[src/rtl/mc_control.sv]
// mc_control: multi-cycle control FSM for a small RISC-V subset sharing one memory port.
// Optional feature: define MC_CONTROL_TRAP_EN to trap unsupported instructions into HALT.
// Strobes are combinational from the registered state; the FSM waits on mem_ready, with an optional timeout.
module mc_control #(
  parameter int MEM_TIMEOUT = 15
) (
  input  logic       clk,
  input  logic       rst,
  input  logic [6:0] opcode,
  input  logic [2:0] funct3,
  input  logic       br_taken,
  input  logic       mem_ready,
  output logic       mem_req,
  output logic       mem_we,
  output logic       mem_sel,
  output logic       ir_we,
  output logic       mdr_we,
  output logic       rf_we,
  output logic [1:0] wb_sel,
  output logic       pc_we,
  output logic [1:0] pc_src,
  output logic [3:0] alu_ctl,
  output logic       alu_bsel,
  output logic [2:0] state,
  output logic       bus_err,
  output logic       illegal
);

  typedef enum logic [2:0] {
    S_FETCH  = 3'd0,
    S_DECODE = 3'd1,
    S_EXEC   = 3'd2,
    S_MEM    = 3'd3,
    S_WB     = 3'd4,
    S_HALT   = 3'd7
  } state_t;

  localparam logic [6:0] OP_R    = 7'b0110011;
  localparam logic [6:0] OP_I    = 7'b0010011;
  localparam logic [6:0] OP_LW   = 7'b0000011;
  localparam logic [6:0] OP_SW   = 7'b0100011;
  localparam logic [6:0] OP_JALR = 7'b1100111;
  localparam logic [6:0] OP_BR   = 7'b1100011;

  localparam logic [7:0] TMO = 8'(MEM_TIMEOUT);

  state_t     state_q, state_nx;
  logic [7:0] wait_cnt;
  logic       tmo_hit;
  logic       set_berr, set_ill;
  logic       bad_inst;

  assign state   = state_q;
  // Timeout fires only while waiting; callers check mem_ready first so a late ready still wins.
  assign tmo_hit = (MEM_TIMEOUT != 0) && (wait_cnt == TMO);

  // State, wait counter and sticky error flags; reset is asynchronous.
  always_ff @(posedge clk or posedge rst) begin
    if (rst) begin
      state_q  <= S_FETCH;
      wait_cnt <= 8'd0;
      bus_err  <= 1'b0;
      illegal  <= 1'b0;
    end else begin
      state_q <= state_nx;
      if (state_nx != state_q)
        wait_cnt <= 8'd0;
      else if ((state_q == S_FETCH || state_q == S_MEM) && !mem_ready && wait_cnt != 8'hFF)
        wait_cnt <= wait_cnt + 8'd1;
      if (set_berr)
        bus_err <= 1'b1;
      if (set_ill)
        illegal <= 1'b1;
    end
  end

  // Next-state and strobe decode; everything defaults low and is forced low while in reset.
  always_comb begin
    state_nx = state_q;
    mem_req  = 1'b0;
    mem_we   = 1'b0;
    mem_sel  = 1'b0;
    ir_we    = 1'b0;
    mdr_we   = 1'b0;
    rf_we    = 1'b0;
    wb_sel   = 2'd0;
    pc_we    = 1'b0;
    pc_src   = 2'd0;
    alu_ctl  = 4'd0;
    alu_bsel = 1'b0;
    set_berr = 1'b0;
    set_ill  = 1'b0;
    bad_inst = 1'b0;
    case (state_q)
      S_FETCH: begin
        mem_req = 1'b1;
        mem_sel = 1'b0;
        if (mem_ready) begin
          ir_we    = 1'b1;
          state_nx = S_DECODE;
        end else if (tmo_hit) begin
          set_berr = 1'b1;
          state_nx = S_HALT;
        end
      end
      S_DECODE: state_nx = S_EXEC;
      S_EXEC: begin
        case (opcode)
          OP_R: begin
            alu_bsel = 1'b0;
            case (funct3)
              3'b111:  alu_ctl = 4'd0;
              3'b110:  alu_ctl = 4'd1;
              3'b100:  alu_ctl = 4'd3;
              3'b001:  alu_ctl = 4'd4;
              default: alu_ctl = 4'd2;
            endcase
            state_nx = S_WB;
          end
          OP_I: begin
            alu_bsel = 1'b1;
            alu_ctl  = (funct3 == 3'b101) ? 4'd7 : 4'd2;
            state_nx = S_WB;
          end
          OP_LW, OP_SW: begin
            alu_ctl  = 4'd2;
            alu_bsel = 1'b1;
            state_nx = S_MEM;
          end
          OP_JALR: begin
            alu_ctl  = 4'd2;
            alu_bsel = 1'b1;
            rf_we    = 1'b1;
            wb_sel   = 2'd2;
            pc_we    = 1'b1;
            pc_src   = 2'd2;
            state_nx = S_FETCH;
          end
          OP_BR: begin
            if (funct3 == 3'b000 || funct3 == 3'b110) begin
              alu_ctl  = 4'd6;
              pc_we    = 1'b1;
              pc_src   = {1'b0, br_taken};
              state_nx = S_FETCH;
            end else begin
              bad_inst = 1'b1;
            end
          end
          default: bad_inst = 1'b1;
        endcase
        if (bad_inst) begin
`ifdef MC_CONTROL_TRAP_EN
          set_ill  = 1'b1;
          state_nx = S_HALT;
`else
          pc_we    = 1'b1;
          pc_src   = 2'd0;
          state_nx = S_FETCH;
`endif
        end
      end
      S_MEM: begin
        mem_req = 1'b1;
        mem_sel = 1'b1;
        mem_we  = (opcode == OP_SW);
        if (mem_ready) begin
          if (opcode == OP_SW) begin
            pc_we    = 1'b1;
            pc_src   = 2'd0;
            state_nx = S_FETCH;
          end else begin
            mdr_we   = 1'b1;
            state_nx = S_WB;
          end
        end else if (tmo_hit) begin
          set_berr = 1'b1;
          state_nx = S_HALT;
        end
      end
      S_WB: begin
        rf_we    = 1'b1;
        wb_sel   = (opcode == OP_LW) ? 2'd1 : 2'd0;
        pc_we    = 1'b1;
        pc_src   = 2'd0;
        state_nx = S_FETCH;
      end
      S_HALT:  state_nx = S_HALT;
      default: state_nx = S_HALT;
    endcase
    if (rst) begin
      mem_req  = 1'b0;
      mem_we   = 1'b0;
      mem_sel  = 1'b0;
      ir_we    = 1'b0;
      mdr_we   = 1'b0;
      rf_we    = 1'b0;
      wb_sel   = 2'd0;
      pc_we    = 1'b0;
      pc_src   = 2'd0;
      alu_ctl  = 4'd0;
      alu_bsel = 1'b0;
      set_berr = 1'b0;
      set_ill  = 1'b0;
    end
  end

endmodule

[config.mk]
export PLATFORM = sky130hd
export DESIGN_NAME = mc_control
export DESIGN_NICKNAME = d
export VERILOG_FILES = /design/src/rtl/mc_control.sv
export SDC_FILE = /design/constraint.sdc
export NUM_CORES = 1
export LEC_CHECK = 0
export CAP_MARGIN = 40
export CORE_ASPECT_RATIO = 2
export CORE_MARGIN = 4
export CORE_UTILIZATION = 31
export DETAILED_ROUTE_END_ITERATION = 10
export GPL_ROUTABILITY_DRIVEN = 0
export PLACE_DENSITY = 0.58
export SLEW_MARGIN = 20
export SYNTH_ARGS = -nofsm -noshare
export SYNTH_HDL_FRONTEND = slang
export SYNTH_SLANG_ARGS = --single-unit
[constraint.sdc]
create_clock -name clk -period 1.9 [get_ports clk]
set_input_delay 0.19 -clock clk [delete_from_list [all_inputs] [get_ports clk]]
set_output_delay 0.19 -clock clk [all_outputs]
set_load 0.02 [all_outputs]
==> After elaboration in Yosys (flattened, before gate mapping) <==
Cells that the tools add are included.
{ "op_classes": {"n_addsub": 1, "eq_ne": 18, "n_mux": 58, "reduce_logical": 14} }
{ "op_table": {"columns": ["cell", "count"], "rows": [
  ["3-bit one-hot mux with 4 select lines", 3],
  ["1-bit two-way mux", 31],
  ["3-bit two-way mux", 9],
  ["8-bit two-way mux", 2],
  ["3-bit == test (second input constant)", 5],
  ["3-bit one-hot mux with 5 select lines", 1],
  ["7-bit by 6-bit == test with 1-bit output (second input constant)", 2],
  ["7-bit == test (second input constant)", 2],
  ["2-bit two-way mux", 5],
  ["8-bit by 1-bit adder with 8-bit output (second input constant)", 1],
  ["8-bit by 4-bit == test with 1-bit output (second input constant)", 1],
  ["8-bit != test (second input constant)", 1],
  ["2-bit one-hot mux with 2 select lines", 2],
  ["7-bit by 2-bit == test with 1-bit output (second input constant)", 1],
  ["7-bit by 5-bit == test with 1-bit output (second input constant)", 1],
  ["3-bit by 1-bit == test with 1-bit output (second input constant)", 2],
  ["3-bit by 2-bit == test with 1-bit output (second input constant)", 2],
  ["3-bit logical NOT", 2],
  ["1-bit one-hot mux with 2 select lines", 3],
  ["2-bit OR reduction", 3],
  ["5-bit OR reduction", 1],
  ["4-bit two-way mux", 1],
  ["4-bit OR reduction", 1],
  ["3-bit != test", 1],
  ["6 further kinds", 8]
]} }
{ "word_totals": {"ff_bits": 12, "wordCells": 94} }

==> Depth between registers and ports, before layout <==
Gate-level depths: netlist (run 1).
{ "depth": {"word_depth": 9, "ltp_mapped": 6, "ltp_nobuf": 5} }

==> Worst setup path before layout (run 1) <==
Ideal clock, no wire load.
{ "synth_path": {"path_kind": "register to output", "from": "register state_q[2], in the netlist state[2]", "to": "output alu_ctl[0]", "arrival_ns": 1.891, "path_slack_ns": -0.181, "path_stages_with_launch": 6, "n_path_buf": 1, "path_cell_list": "dfrtp_1 -> buf_6 -> and2b_2 -> nand2_1 -> a21o_1 -> nor4b_1"} }
{ "synth_via": {"elab_chain_cells": 3} }
{ "synth_rtl": {"columns": ["element", "line", "text"], "rows": [
  ["start, declared", "47", "state_t state_q, state_nx;"],
  ["start signal, assigned", "65", "state_q <= state_nx;"],
  ["3-bit by 2-bit == test with 1-bit output", "94", "case (state_q)"],
  ["3-bit two-way mux", "94", null],
  ["4-bit two-way mux", "190", "if (rst) begin"],
  ["end, declared", "22", "output logic [3:0] alu_ctl,"]
]} }
No other way between the ends.

==> Worst setup path in the final report (run 1) <==
{ "layout_path": {"from": "input funct3[1]", "to": "output alu_ctl[2]"} }
{ "layout_via": {"elab_chain_cells": 6} }
{ "layout_rtl": {"columns": ["element", "line", "text"], "rows": [
  ["start, declared", "10", "input logic [2:0] funct3,"],
  ["branches (longest 3 deep; another with 3-bit one-hot mux with 4 select lines)", null, null],
  ["3-bit one-hot mux with 4 select lines (*)", "108", "case (opcode)"],
  ["3-bit two-way mux (*)", "94", null],
  ["4-bit two-way mux (*)", "190", null]
]} }
Mark *: on every way between the ends.

==> impl_metrics.csv, run 1 <==
group,metric,value,unit
clock_network,clock_path_buffers,2,
run,drv_cap,0,
worst_setup_path,crit_chain,"clkdlybuf4s50_1 -> xor2_1 -> or4_4 -> buf_6 -> a21oi_2 -> buf_6",
floorplan,io_pins,35,
grt,grt_pass1_wl,5.71,mm
grt,grtUsageTotal,0.161,
clock_network,root_buffer,"clkbuf_8",
clock_network,path_clk_slew,0.05,ns
worst_setup_path,cp_max_fo,3,
synth,synth_edf_count,0,
routing,dr.pass1.iters,4,
synth,ys_types,51,
synth,synth.area.top_cells,"dfrtp_1 (28%), nor2_1 (5.3%), nand2_1 (5.0%), a21oi_1 (4.2%), nor3_1 (2.8%)",
layout,antenna_cells,0,
worst_setup_path,start_kind,"input port",
synth,async_flop_share,1.00,
layout,multi_input_area,718,µm²
pwr,power_density,940,nW/µm²
clock_network,h-tree-depth,1,
timing,setup_slack,0.0476,ns
floorplan,initial_utilization,0.329,
layout,final_nets,208,
worst_setup_path,crit_type,"input port to primary output",
layout,mostFrequentLayoutCell,"buf_4",
timing,period_share,0.975,
worst_setup_path,critPathBufInv,3,
clock_network,clk_latency,0.24,ns
synth,synth-seq-cells,12,
timing,grt_setup_unrepaired,"false",
clock_network,cts_buffers,3,
timing,tns,0,ns
clock_network,cts_hold_buf,0,
routing,wire_per_inst,15.1,µm
grt,grt_overflow,0,
floorplan,core_area,3230,µm²
floorplan,die_w,49.4,µm
worst_setup_path,cpLargestDelayFamily,"buffers and inverters",
routing,drtIter0Drc,20,
pwr,power_leakage,0.755,nW
timing,skew,0.00250,ns
placement,hpwl,2.77,mm
routing,drcViolationCount,0,
worst_hold_path,worstHoldPathType,"flop to flop",
timing,slew_headroom,0.650,
synth,netlist_area,1060,µm²
timing,max_freq,540,MHz
synth,yosysTopAreaCell,"dfrtp_1",
clock_network,cts_tree,"yes",
routing,wl,3.38,mm
floorplan,die_h,90.7,µm
clock_network,clock-sinks,12,
grt,first_global_vias,1315,
routing,vias,1201,
worst_setup_path,max_stage_delay,0.45,ns
layout,mostFrequentLayoutCells,"buf_4 (28), nor2_1 (15), nand2_1 (13)",
floorplan,placementRows,29,
floorplan,die_area,4480,µm²
status,status,"finished clean",
layout,fill_cells,331,
routing,antenna_left,0,
synth,synth_ff_type,"dfrtp_1",
worst_setup_path,path_common_cell,"buf_6",
grt,grt_max_degree,16,
layout,synthToLayoutAreaGrowth,52.8,%
pwr,ir_drop,0.556,mV
routing,drt-vias-per-instance,5.39,
placement,port_buffers,32,
worst_setup_path,required,1.71,ns
timing,worst-slew-pin-transition,0.518,ns
synth,syn_avg_cell_area,7.98,µm²
placement,pre_cts_ws,-0.577,ns
layout,drive_above_1_share,0.318,
timing,setup_viol,0,
worst_setup_path,critPathCaptureType,"primary output",
synth,postSynthCellCount,133,
layout,seq_area,300,µm²
worst_setup_path,slowest_stage,"clkdlybuf4s50_1",
timing,finalMaxSlewViolations,0,
synth,synth_seq_area_share,0.283,
synth,yosysWarnings,0,
worst_setup_path,worstPathArrival,1.66,ns
timing,hold_violations,0,
timing,fin_crit,1.85,ns
synth,yosysTopAreaCellShare,0.283,
grt,grt_antenna_before_repair,0,
## kinds of logic (layout without fill, tap and decap cells)
family	after synthesis	after routing	share of synthesized area
flops	12	12	0.283
compound gates	31	31	0.208
mux	3	3	0.0295
simple gates	67	67	0.354
other cells	1	2	0.00353
fa+ha+maj	1	1	0.0118
xor+xnor	5	5	0.0413
buf+inv	13	71	0.0696
## what timing repair did
item,CTS,global route
setup endpoints to repair,15,11
pin swaps,4,1
gates resized for setup,47,18
buffers inserted,3,1
## synthesized netlist by cell type (2+ instances only)
| library cell | instances |
|---|---|
| o21ai_0 | 3 |
| and2_1 | 3 |
| nor3_1 | 6 |
| xnor2_1 | 2 |
| nand3_1 | 4 |
| o32ai_1 | 2 |
| nand4_1 | 2 |
| or4_1 | 2 |
| a31oi_1 | 3 |
| nor2_1 | 15 |
| nor4_2 | 2 |
| a21oi_1 | 9 |
| nand2_1 | 14 |
| xor2_1 | 3 |
| inv_1 | 6 |
| a41o_1 | 2 |
| and2b_2 | 2 |
| buf_2 | 2 |
| mux2i_1 | 2 |
| nor4_1 | 2 |
| dfrtp_1 | 12 |
| buf_6 | 2 |
| and3_1 | 3 |
| buf_4 | 2 |
| nor4b_1 | 2 |
## through the flow
stage	power [W]	std cells	instance area [µm²]	util	hold slack, ns
finish	0.00152	223	1620	0.502	0.470
global route	0.00165	223	1620	0.502	0.508
CTS	0.00155	222	1630	0.505	0.479
detailed placement	0.00128	215	1570	0.485	0.467
global placement	0.00128	215	1570	0.485	0.455
floorplan	0.000869	134	1070	-	0.0547
## state kept, by name, summed over array words and instances, names as in the netlist
| name | count |
|---|---|
| state | 3 |
| wait_cnt | 8 |
| bus_err | 1 |
## per-layer routing
metal / track usage / wire, µm / vias to the layer above
met5: 0 / 0 / -
met4: 0.0762 / 76 / 0
met3: 0.0248 / 154 / 7
met2: 0.341 / 2050 / 33
met1: 0.133 / 1100 / 555
li1: - / - / 606
## final cells by class
class,instances,area share
Clock buffer,4,0.0340
Inverter,6,0.0139
Multi-Input combinational cell,109,0.443
Sequential cell,12,0.185
Tap cell,31,0.0239
Timing Repair Buffer,61,0.300
## worst register-to-register path: stages, from the launching register on
cell and delay [ns]:
dfrtp_1 0.37, buf_4 0.16, buf_4 0.15, or4_4 0.51, a21oi_2 0.15, nor2_2 0.09, nor4_2 0.26
## final timing paths
kind                            startpoint     endpoint  slack, ns  depth (start not counted)
worst max-delay path             funct3[1]   alu_ctl[2]       0.05                          6
worst min-delay path               bus_err      bus_err       0.47                          1
worst max register to register    state[1]  wait_cnt[5]       0.12                          6
worst min register to register     bus_err      bus_err       0.47                          1
max in group asynchronous              rst  wait_cnt[4]       1.10                          3
min in group asynchronous              rst  wait_cnt[3]       0.48                          3
## power by group
part           internal, W  switching, W
logic             0.000427      0.000503
clock network     0.000183     0.0000950
registers         0.000296     0.0000193
Note: power is estimated with default switching activity, not from simulation.
==> inputs of run 2 (changes only) <==
--- a/config.mk
+++ b/config.mk
@@ -5,13 +5,15 @@
 export SDC_FILE = /design/constraint.sdc
 export NUM_CORES = 1
 export LEC_CHECK = 0
+export ABC_AREA = 1
 export CAP_MARGIN = 40
 export CORE_ASPECT_RATIO = 2
 export CORE_MARGIN = 4
 export CORE_UTILIZATION = 31
 export DETAILED_ROUTE_END_ITERATION = 10
 export GPL_ROUTABILITY_DRIVEN = 0
-export PLACE_DENSITY = 0.58
+export PLACE_DENSITY = 0.57
+export REMOVE_ABC_BUFFERS = 1
 export SLEW_MARGIN = 20
 export SYNTH_ARGS = -nofsm -noshare
 export SYNTH_HDL_FRONTEND = slang
==> impl_metrics.csv, run 2 <==
group,metric,value,unit
synth,synth_seq_area_share,0.275,
synth,ys_types,34,
synth,synth_commonest_cells,"nand2_1 (35), nor2_1 (19), inv_1 (17), nand3_1 (13)",
layout,seq_area,300,µm²
floorplan,die_area,4590,µm²
clock_network,cts_buffers,3,
timing,holdWs,0.485,ns
timing,hold_violations,0,
worst_setup_path,worstPathArrival,1.66,ns
routing,dr.pass1.iters,5,
routing,drtIter0Drc,17,
clock_network,cts_hold_buf,0,
worst_setup_path,crit_chain,"clkdlybuf4s50_1 -> or2_2 -> a21oi_1 -> nand3_1 -> a31oi_1 -> buf_4",
grt,grtUsageTotal,0.160,
timing,slew_headroom,0.659,
floorplan,die_w,50.0,µm
pwr,power_density,322,nW/µm²
synth,postSynthCellCount,166,
floorplan,initial_utilization,0.323,
synth,synth_xor_area_frac,0.0401,
routing,antenna_left,0,
synth,synth_top_family_by_area,"simple AND/OR/NAND/NOR gates",
placement,port_buffers,32,
placement,pre_cts_ws,-0.422,ns
routing,wire_per_inst,13.0,µm
synth,yosysWarnings,0,
routing,wl,3.48,mm
routing,drcViolationCount,0,
synth,synth_edf_count,0,
clock_network,clock_path_buffers,2,
worst_setup_path,crit_type,"input port to primary output",
grt,first_global_vias,1450,
layout,synthToLayoutAreaGrowth,65.6,%
synth,yosys.area_share.adder,0.0115,
worst_setup_path,cp_max_fo,3,
synth,synth.area.top_cells,"dfrtp_1 (27%), nand2_1 (12%), nor2_2 (6.9%), nor2_1 (6.5%), nand3_1 (6.0%)",
grt,grt_pass1_wl,5.72,mm
layout,multi_input_area,753,µm²
layout,regMostFlops,"wait_cnt",
worst_hold_path,worstHoldPathType,"flop to flop",
grt,grt_max_degree,13,
synth,synth_compound_area_frac,0.0871,
placement,hpwl,2.98,mm
synth,async_flop_share,1.00,
timing,worst-slew-pin-transition,0.511,ns
grt,grt_overflow,0,
clock_network,clk_latency,0.24,ns
floorplan,io_pins,35,
layout,largest_reg_flops,8,
worst_setup_path,critPathBufInv,2,
worst_setup_path,slowest_stage,"clkdlybuf4s50_1",
floorplan,placementRows,30,
synth,netlist_area,1090,µm²
pwr,power_leakage,0.879,nW
run,drv_cap,0,
synth,synth-simple-area-share,0.479,
layout,final_nets,253,
floorplan,core_area,3380,µm²
clock_network,path_clk_slew,0.05,ns
timing,fin_crit,1.85,ns
synth,yosysMostFrequentCell,"nand2_1",
synth,yosysTopAreaCellShare,0.275,
grt,grt_antenna_before_repair,0,
status,status,"finished clean",
synth,synth-seq-cells,12,
routing,drt-vias-per-instance,5.04,
timing,setup_slack,0.0504,ns
worst_setup_path,critPathCaptureType,"primary output",
synth,yosysTopAreaCell,"dfrtp_1",
synth,syn_avg_cell_area,6.58,µm²
pwr,ir_drop,0.250,mV
timing,finalMaxSlewViolations,0,
layout,antenna_cells,0,
synth,muxShareOfSynthArea,0,
timing,max_freq,541,MHz
worst_setup_path,required,1.71,ns
worst_setup_path,start_kind,"input port",
timing,period_share,0.973,
synth,synth_ff_type,"dfrtp_1",
floorplan,die_h,91.9,µm
clock_network,cts_tree,"yes",
timing,grt_setup_unrepaired,"true",
layout,drive_above_1_share,0.381,
timing,setup_viol,0,
clock_network,h-tree-depth,1,
layout,mostFrequentLayoutCell,"buf_4",
timing,skew,0.00526,ns
clock_network,root_buffer,"clkbuf_8",
worst_setup_path,cpLargestDelayFamily,"buffers and inverters",
worst_setup_path,max_stage_delay,0.42,ns
clock_network,clock-sinks,12,
layout,fill_cells,341,
layout,mostFrequentLayoutCells,"buf_4 (39), nand2_1 (33), inv_1 (17)",
routing,vias,1352,
run 2: cell count changes after synthesis, moves of 6 or more:
| cell | delta |
|---|---|
| nand2_1 | +21 |
| inv_1 | +11 |
| inv_2 | +6 |
| nand3_1 | +9 |
| nor2_2 | +11 |
run 2: path summary, 6_finish.rpt:
path	depth (start not counted)	endpoint	slack, ns	from
worst max-delay path	6	alu_ctl[1]	0.05	funct3[2]
worst min-delay path	1	bus_err	0.48	bus_err
worst max register to register	12	wait_cnt[4]	0.10	state[0]
worst min register to register	1	bus_err	0.48	bus_err
max in group asynchronous	3	state[0]	1.03	rst
min in group asynchronous	3	bus_err	0.53	rst
run 2: routing by layer:
layer	vias to the layer above	part of all wire	track usage
li1	677	-	-
met1	621	0.33	0.127
met2	42	0.60	0.344
met3	12	0.036	0.00813
met4	0	0.040	0.0947
met5	-	0	0
run 2: through the flow:
stage	setup TNS [ns]	power (W)	cell area, µm²	instances	util
4_1_cts	-0.333	0.000585	1740	266	0.514
3_5_place_dp	-4.54	0.000349	1700	262	0.502
3_3_place_gp	-4.07	0.000347	1700	262	0.502
2_1_floorplan	0	0.000283	1070	163	-
6_report	0	0.000582	1810	268	0.536
5_1_grt	-0.315	0.000606	1810	268	0.536
run 2: area by class of cell:
class	count	area share
flip-flops and latches	12	0.166
repair buffers	70	0.323
multi-input cells	127	0.416
well taps	32	0.0221
clock buffers	3	0.0228
inverters	24	0.0498
run 2: worst register-to-register path: stages (launching register included):
cell     delay [ns]
dfrtp_1        0.40
buf_6          0.13
nor2_4         0.12
buf_6          0.12
nand2_4        0.05
buf_6          0.11
a21oi_4        0.18
nand2_2        0.09
nand4_1        0.08
nand2_1        0.07
nor2_2         0.15
nand2_4        0.13
nor2_4         0.12
run 2: logic make-up (layout without fill, tap and decap cells):
| group | count (synthesis) | count (layout) |
|---|---|---|
| AO/OA/AOI/OAI | 15 | 15 |
| flip-flops | 12 | 12 |
| adder cells (fa/ha/maj) | 1 | 1 |
| XOR/XNOR | 5 | 5 |
| other | 1 | 2 |
| AND/OR/NAND/NOR | 104 | 104 |
| buffers and inverters | 28 | 97 |
run 2: report_power, final:
part / switching [W] / total [W] / internal (W)
registers: 0 / 0.000256 / 0.000256
logic: 0.0000424 / 0.0000928 / 0.0000504
clock network: 0.0000936 / 0.000233 / 0.000140
total: 0.000136 / 0.000582 / 0.000446
run 2: repair_timing:
item | CTS | global route
buffers inserted | 1 | 2
endpoints found under the hold margin | 0 | 0
setup endpoints to repair | 19 | 20
pin swaps | 2 | 10
gates resized for setup | 42 | 33
==> inputs of run 3 (changes only) <==
--- a/config.mk
+++ b/config.mk
@@ -10,9 +10,11 @@
 export CORE_ASPECT_RATIO = 2
 export CORE_MARGIN = 4
 export CORE_UTILIZATION = 31
+export CTS_BUF_LIST = sky130_fd_sc_hd__clkbuf_2
 export DETAILED_ROUTE_END_ITERATION = 10
 export GPL_ROUTABILITY_DRIVEN = 0
 export PLACE_DENSITY = 0.57
+export RECOVER_POWER = 25
 export REMOVE_ABC_BUFFERS = 1
 export SLEW_MARGIN = 20
 export SYNTH_ARGS = -nofsm -noshare
==> impl_metrics.csv, run 3 (same netlist as run 2, synthesis figures left out) <==
group,metric,value,unit
status,status,"finished clean",
worst_setup_path,required,1.71,ns
timing,grt_setup_unrepaired,"true",
floorplan,die_area,4590,µm²
timing,slew_headroom,0.662,
worst_setup_path,critPathCaptureType,"primary output",
clock_network,cts_buffers,3,
clock_network,path_clk_slew,0.11,ns
timing,max_freq,535,MHz
layout,mostFrequentLayoutCells,"buf_4 (35), nand2_1 (31), inv_1 (17)",
layout,antenna_cells,0,
pwr,power_leakage,0.852,nW
worst_hold_path,hold_path_end,"state[2]",
timing,worst-slew-pin-transition,0.506,ns
worst_setup_path,rrSetupSlack,0.14,ns
grt,grtUsageTotal,0.161,
layout,finalNonFillerCells,267,
placement,dpl.cell_count,262,
timing,skew,0.0113,ns
routing,drcViolationCount,0,
worst_setup_path,r2r_cells,12,
routing,antenna_left,0,
worst_hold_path,worstHoldPathType,"input port to flop",
layout,mostFrequentLayoutCell,"buf_4",
timing,holdWs,0.488,ns
timing,setup_viol,0,
floorplan,die_w,50.0,µm
floorplan,initial_utilization,0.323,
clock_network,h-tree-depth,1,
grt,first_global_vias,1453,
clock_network,clock_path_buffers,2,
worst_hold_path,hold_path.startpoint,"opcode[4]",
routing,wl,3.59,mm
clock_network,cts_tree,"yes",
floorplan,io_pins,35,
worst_setup_path,worstReg2RegStart,"state[1]",
pwr,seq_power_share,0.537,
timing,fin_crit,1.87,ns
grt,grt_antenna_before_repair,0,
timing,hold_violations,0,
layout,utilization,0.526,
layout,final_nets,252,
pwr,swShare,0.270,
worst_setup_path,crit_type,"input port to primary output",
clock_network,clk_latency,0.26,ns
routing,wire_per_inst,13.4,µm
routing,drtIter0Drc,26,
placement,port_buffers,32,
routing,vias,1356,
worst_setup_path,start_kind,"input port",
clock_network,clock-sinks,12,
timing,tns,0,ns
worst_setup_path,reg2reg_to,"wait_cnt[1]",
placement,hpwl,2.98,mm
layout,largest_reg_flops,8,
grt,grt_pass1_wl,5.74,mm
pwr,power_density,268,nW/µm²
pwr,power.switching,0.000128,W
layout,synthToLayoutAreaGrowth,62.8,%
worst_setup_path,cp_max_fo,3,
layout,fill_cells,355,
pwr,pwr-share-comb,0.194,
floorplan,core_area,3380,µm²
routing,drt-vias-per-instance,5.08,
pwr,clkPwrFrac,0.269,
timing,finalMaxSlewViolations,0,
pwr,ir_drop,0.119,mV
clock_network,root_buffer,"clkbuf_2",
placement,pre_cts_ws,-0.422,ns
run,drv_cap,0,
floorplan,die_h,91.9,µm
timing,period_share,0.984,
grt,grt_overflow,0,
layout,regMostFlops,"wait_cnt",
worst_setup_path,worstPathArrival,1.68,ns
floorplan,placementRows,30,
grt,grt_max_degree,13,
layout,drive_above_1_share,0.396,
timing,setup_slack,0.0305,ns
pwr,power.internal,0.000347,W
worst_hold_path,holdPathStages,4,
routing,dr.pass1.iters,4,
-- run 3: critical path, stage by stage --
cell and delay [ns]:
clkdlybuf4s50_1 0.42, or2_2 0.31, a21oi_1 0.18, nand3_1 0.18, a31oi_1 0.21, buf_2 0.19
-- run 3: cell type report --
class	count	area, µm²	area share
Clock buffer	3	15.0	0.00844
Inverter	24	90.1	0.0507
Multi-Input combinational cell	127	763	0.429
Sequential cell	12	300	0.169
Tap cell	32	40.0	0.0225
Timing Repair Buffer	69	569	0.320
-- run 3: repair_timing --
item,CTS,global route
hold endpoints to repair,0,0
resized for setup,52,30
pin swaps,4,3
setup endpoints to repair,22,21
setup buffers,1,1
hold buffers,0,0
-- run 3: worst max-delay path by stage --
| stage | slack [ns] | from | cells past startpoint | endpoint |
|---|---|---|---|---|
| 2_1_floorplan | 0.05 | state[2] | 7 | pc_src[0] |
| 3_3_place_gp | -0.40 | opcode[1] | 10 | alu_ctl[1] |
| 3_5_place_dp | -0.42 | opcode[1] | 10 | alu_ctl[1] |
| 4_1_cts | -0.004 | state[1] | 13 | wait_cnt[1] |
| 5_1_grt | -0.04 | opcode[3] | 8 | alu_ctl[2] |
| 6_report | 0.03 | funct3[2] | 6 | alu_ctl[1] |
-- run 3: power by group through the flow --
| stage | Combinational, W | Clock (W) | Sequential, W |
|---|---|---|---|
| finish | 0.0000925 | 0.000128 | 0.000255 |
| global route | 0.0000996 | 0.000142 | 0.000255 |
| CTS | 0.0000915 | 0.000134 | 0.000255 |
| floorplan | 0.0000227 | 0 | 0.000260 |
| detailed placement | 0.0000889 | 0 | 0.000260 |
| global placement | 0.0000873 | 0 | 0.000260 |
-- run 3: layer usage --
metal  GRT usage  routed length, µm
met5           0                  0
met4       0.104                106
met3     0.00813                118
met2       0.345               2160
met1       0.126               1200
-- run 3: stage by stage --
stage / power (W) / area, µm²
2_1_floorplan: 0.000283 / 1070
6_report: 0.000476 / 1780
4_1_cts: 0.000481 / 1710
5_1_grt: 0.000497 / 1780
3_5_place_dp: 0.000349 / 1700
3_3_place_gp: 0.000347 / 1700
==> RTL edit, RTL diff (flow settings as in run 1) <==
The option `MC_CONTROL_TRAP_EN` is turned on by a define.
--- a/src/rtl/mc_control.sv
+++ b/src/rtl/mc_control.sv
@@ -2,4 +2,6 @@
 // Optional feature: define MC_CONTROL_TRAP_EN to trap unsupported instructions into HALT.
 // Strobes are combinational from the registered state; the FSM waits on mem_ready, with an optional timeout.
+`define MC_CONTROL_TRAP_EN
+
 module mc_control #(
   parameter int MEM_TIMEOUT = 15
Formal check against the unedited RTL: not equivalent (Yosys sat finds a counterexample within 4 cycles, from zero or initial values and one cycle with rst high).
==> RTL edit against run 1 <==
- the run now ends with setup timing left
- power rose by 9.3%
- worst setup slack got worse by 200 ps
- combinational power rose by 15%
- synthesized area is 10% higher
- routed wire length up 25%
- register-to-register slack gained 20 ps
- design area grew 20%
- sequential cell count is 1 higher
- sequential power increased by 11%
- non-clock buffer count up 11
==> RTL edit: results (changes against run 1) <==
----------------------------------------------------
[Power]
  Max VDD drop ... 0.000416 V (-25%)
  Leakage power of the design ... 0.848 nW (+12%)
  Power dissipated in sequential cells ... 0.349 mW (+11%)
  Proportion of total power due to net switching ... 41.7% (+1.2 points)
  Portion of total power attributed to the clock network ... 14.8% (-3.5 points)

[Detailed routing]
  Routed wire per std cell ... 16.1 um (+6.0%)
  Via/cell ratio ... 5.42 (+0.63%)
  Routed wl met2 ... 2440 um (+19%)
  Via total after detailed routing ... 1420 (+18%)
  Detailed Routing Iterations Pass 1 ... 5 (+1)
  Wire length the detailed router placed on met1 ... 1320 um (+20%)
  Met3 routed WL ... 198 um (+29%)

[Layout]
  Total Nets Final ... 229 (+10%)

[GRT]
  Via count of the first global-routing pass ... 1565 (+19%)
  Routing usage on met2 ... 37.0% (+2.9 points)
  Global-route usage over all layers ... 18.8% (+2.7 points)
  Wire length of the first global-routing pass ... 6900 um (+21%)

[Synthesis]
  Synthesized-area fraction occupied by xor and xnor cells ... 6.10% (+2.0 points)
  Netlist cell types ... 52 (+2.0%)
  Proportion of synthesized chip area in sequential cells ... 27.8% (-0.49 points)
  Post-Syn Instances ... 145 (+9.0%)
  Mux share of post-synthesis cell area ... 1.71% (-1.2 points)
  Most used standard cells in the synthesized netlist ... nor2_1, dfrtp_1, nand2_1
  Share of the synthesized area in compound gates (AO/OA/AOI/OAI) ... 26.2% (+5.4 points)

[STA]
  Total setup violations reported at the end of the flow ... 7 (+7)
  Final WS setup ... -155 ps (-202 ps)
  Final Skew ... 5.01 ps (+2.52 ps)
  Slew of the pin with the lowest slew margin ... 625 ps (+107 ps)

[Clocking]
  Post-CTS setup buffers ... 0 (-3)
  Max Buffers Root-to-Sink ... 2 (unchanged)

[Min path]
  Hold Crit Endpoint ... illegal$_DFFE_PP0P_

[Setup path]
  Cell with the biggest individual delay on the critical path ... or3b_4
  Setup slack, reg-to-reg ... 140 ps (+20 ps)
  Largest stage delay, worst path ... 400 ps (-50 ps)
  Reg2reg end ... wait_cnt[3]$_DFFE_PP0P_
  Worst flop-to-flop path startpoint ... wait_cnt[0]$_DFFE_PP0P_
  Data arrival, critical path ... 1860 ps (+200 ps)

[Placement]
  Buffers on Ports ... 33 (+3.1%)
  Dpl hpwl ... 3470 um (+25%)
  Post-Place Cells ... 258 (+20%)

[Status]
  Outcome ... finished, violations left
  Violations in the final reports ... setup timing

----------------------------------------------------
-- RTL edit: cell count changes after synthesis, sizes merged, moves of 3 or more --
cell / run 1 / this run
clkbuf: 1 / 4
o21bai: 0 / 3
and3: 3 / 6
nor2: 16 / 19
nand2b: 1 / 4
and2b: 3 / 0
o31ai: 0 / 3
a221o: 0 / 3
o21ai: 3 / 7
nand3: 4 / 8
-- RTL edit: how the worst max path moves through the flow --
stage                       start    endpoint  slack (ps)  depth (start not counted)
5_1_grt        state[2]$_DFF_PP0_  alu_ctl[2]        -210                          5
3_3_place_gp            funct3[1]       pc_we        -410                          6
6_report       state[2]$_DFF_PP0_  alu_ctl[2]        -150                          5
3_5_place_dp            opcode[6]  alu_ctl[2]        -430                          6
4_1_cts        state[2]$_DFF_PP0_  alu_ctl[2]        -160                          5
2_1_floorplan  state[0]$_DFF_PP0_  alu_ctl[1]         -80                          5
-- RTL edit: cells by family (layout without fill, tap and decap cells) --
group,Yosys count,in the layout
and+or+nand+nor,70,70
AOI/OAI and AO/OA,40,40
DFF,13,13
buffers and inverters,12,80
xor gates and xnor gates,6,6
muxes,2,2
adders and majority gates,1,1
other,1,1
-- RTL edit: repair_timing --
| action | 4_1_cts | 5_1_grt |
|---|---|---|
| setup endpoints to repair | 16 | 16 |
| gates resized for setup | 66 | 23 |
| pin swaps | 0 | 2 |
-- RTL edit: area by class of cell --
cell class | count | area (um2)
sequential | 13 | 328
fill | 380 | 1700
timing repair buffer | 72 | 613
clock inverter | 1 | 5.00
inverter | 4 | 15.0
multi-input combinational | 120 | 885
tap | 49 | 61.3
clock buffer | 3 | 41.3
-- RTL edit: through the flow --
step / power (mW) / TNS (ps)
detailed placement: 1.39 / -4480
floorplan: 0.948 / -286
CTS: 1.64 / -710
finish: 1.67 / -629
global placement: 1.37 / -4280
global route: 1.79 / -1070
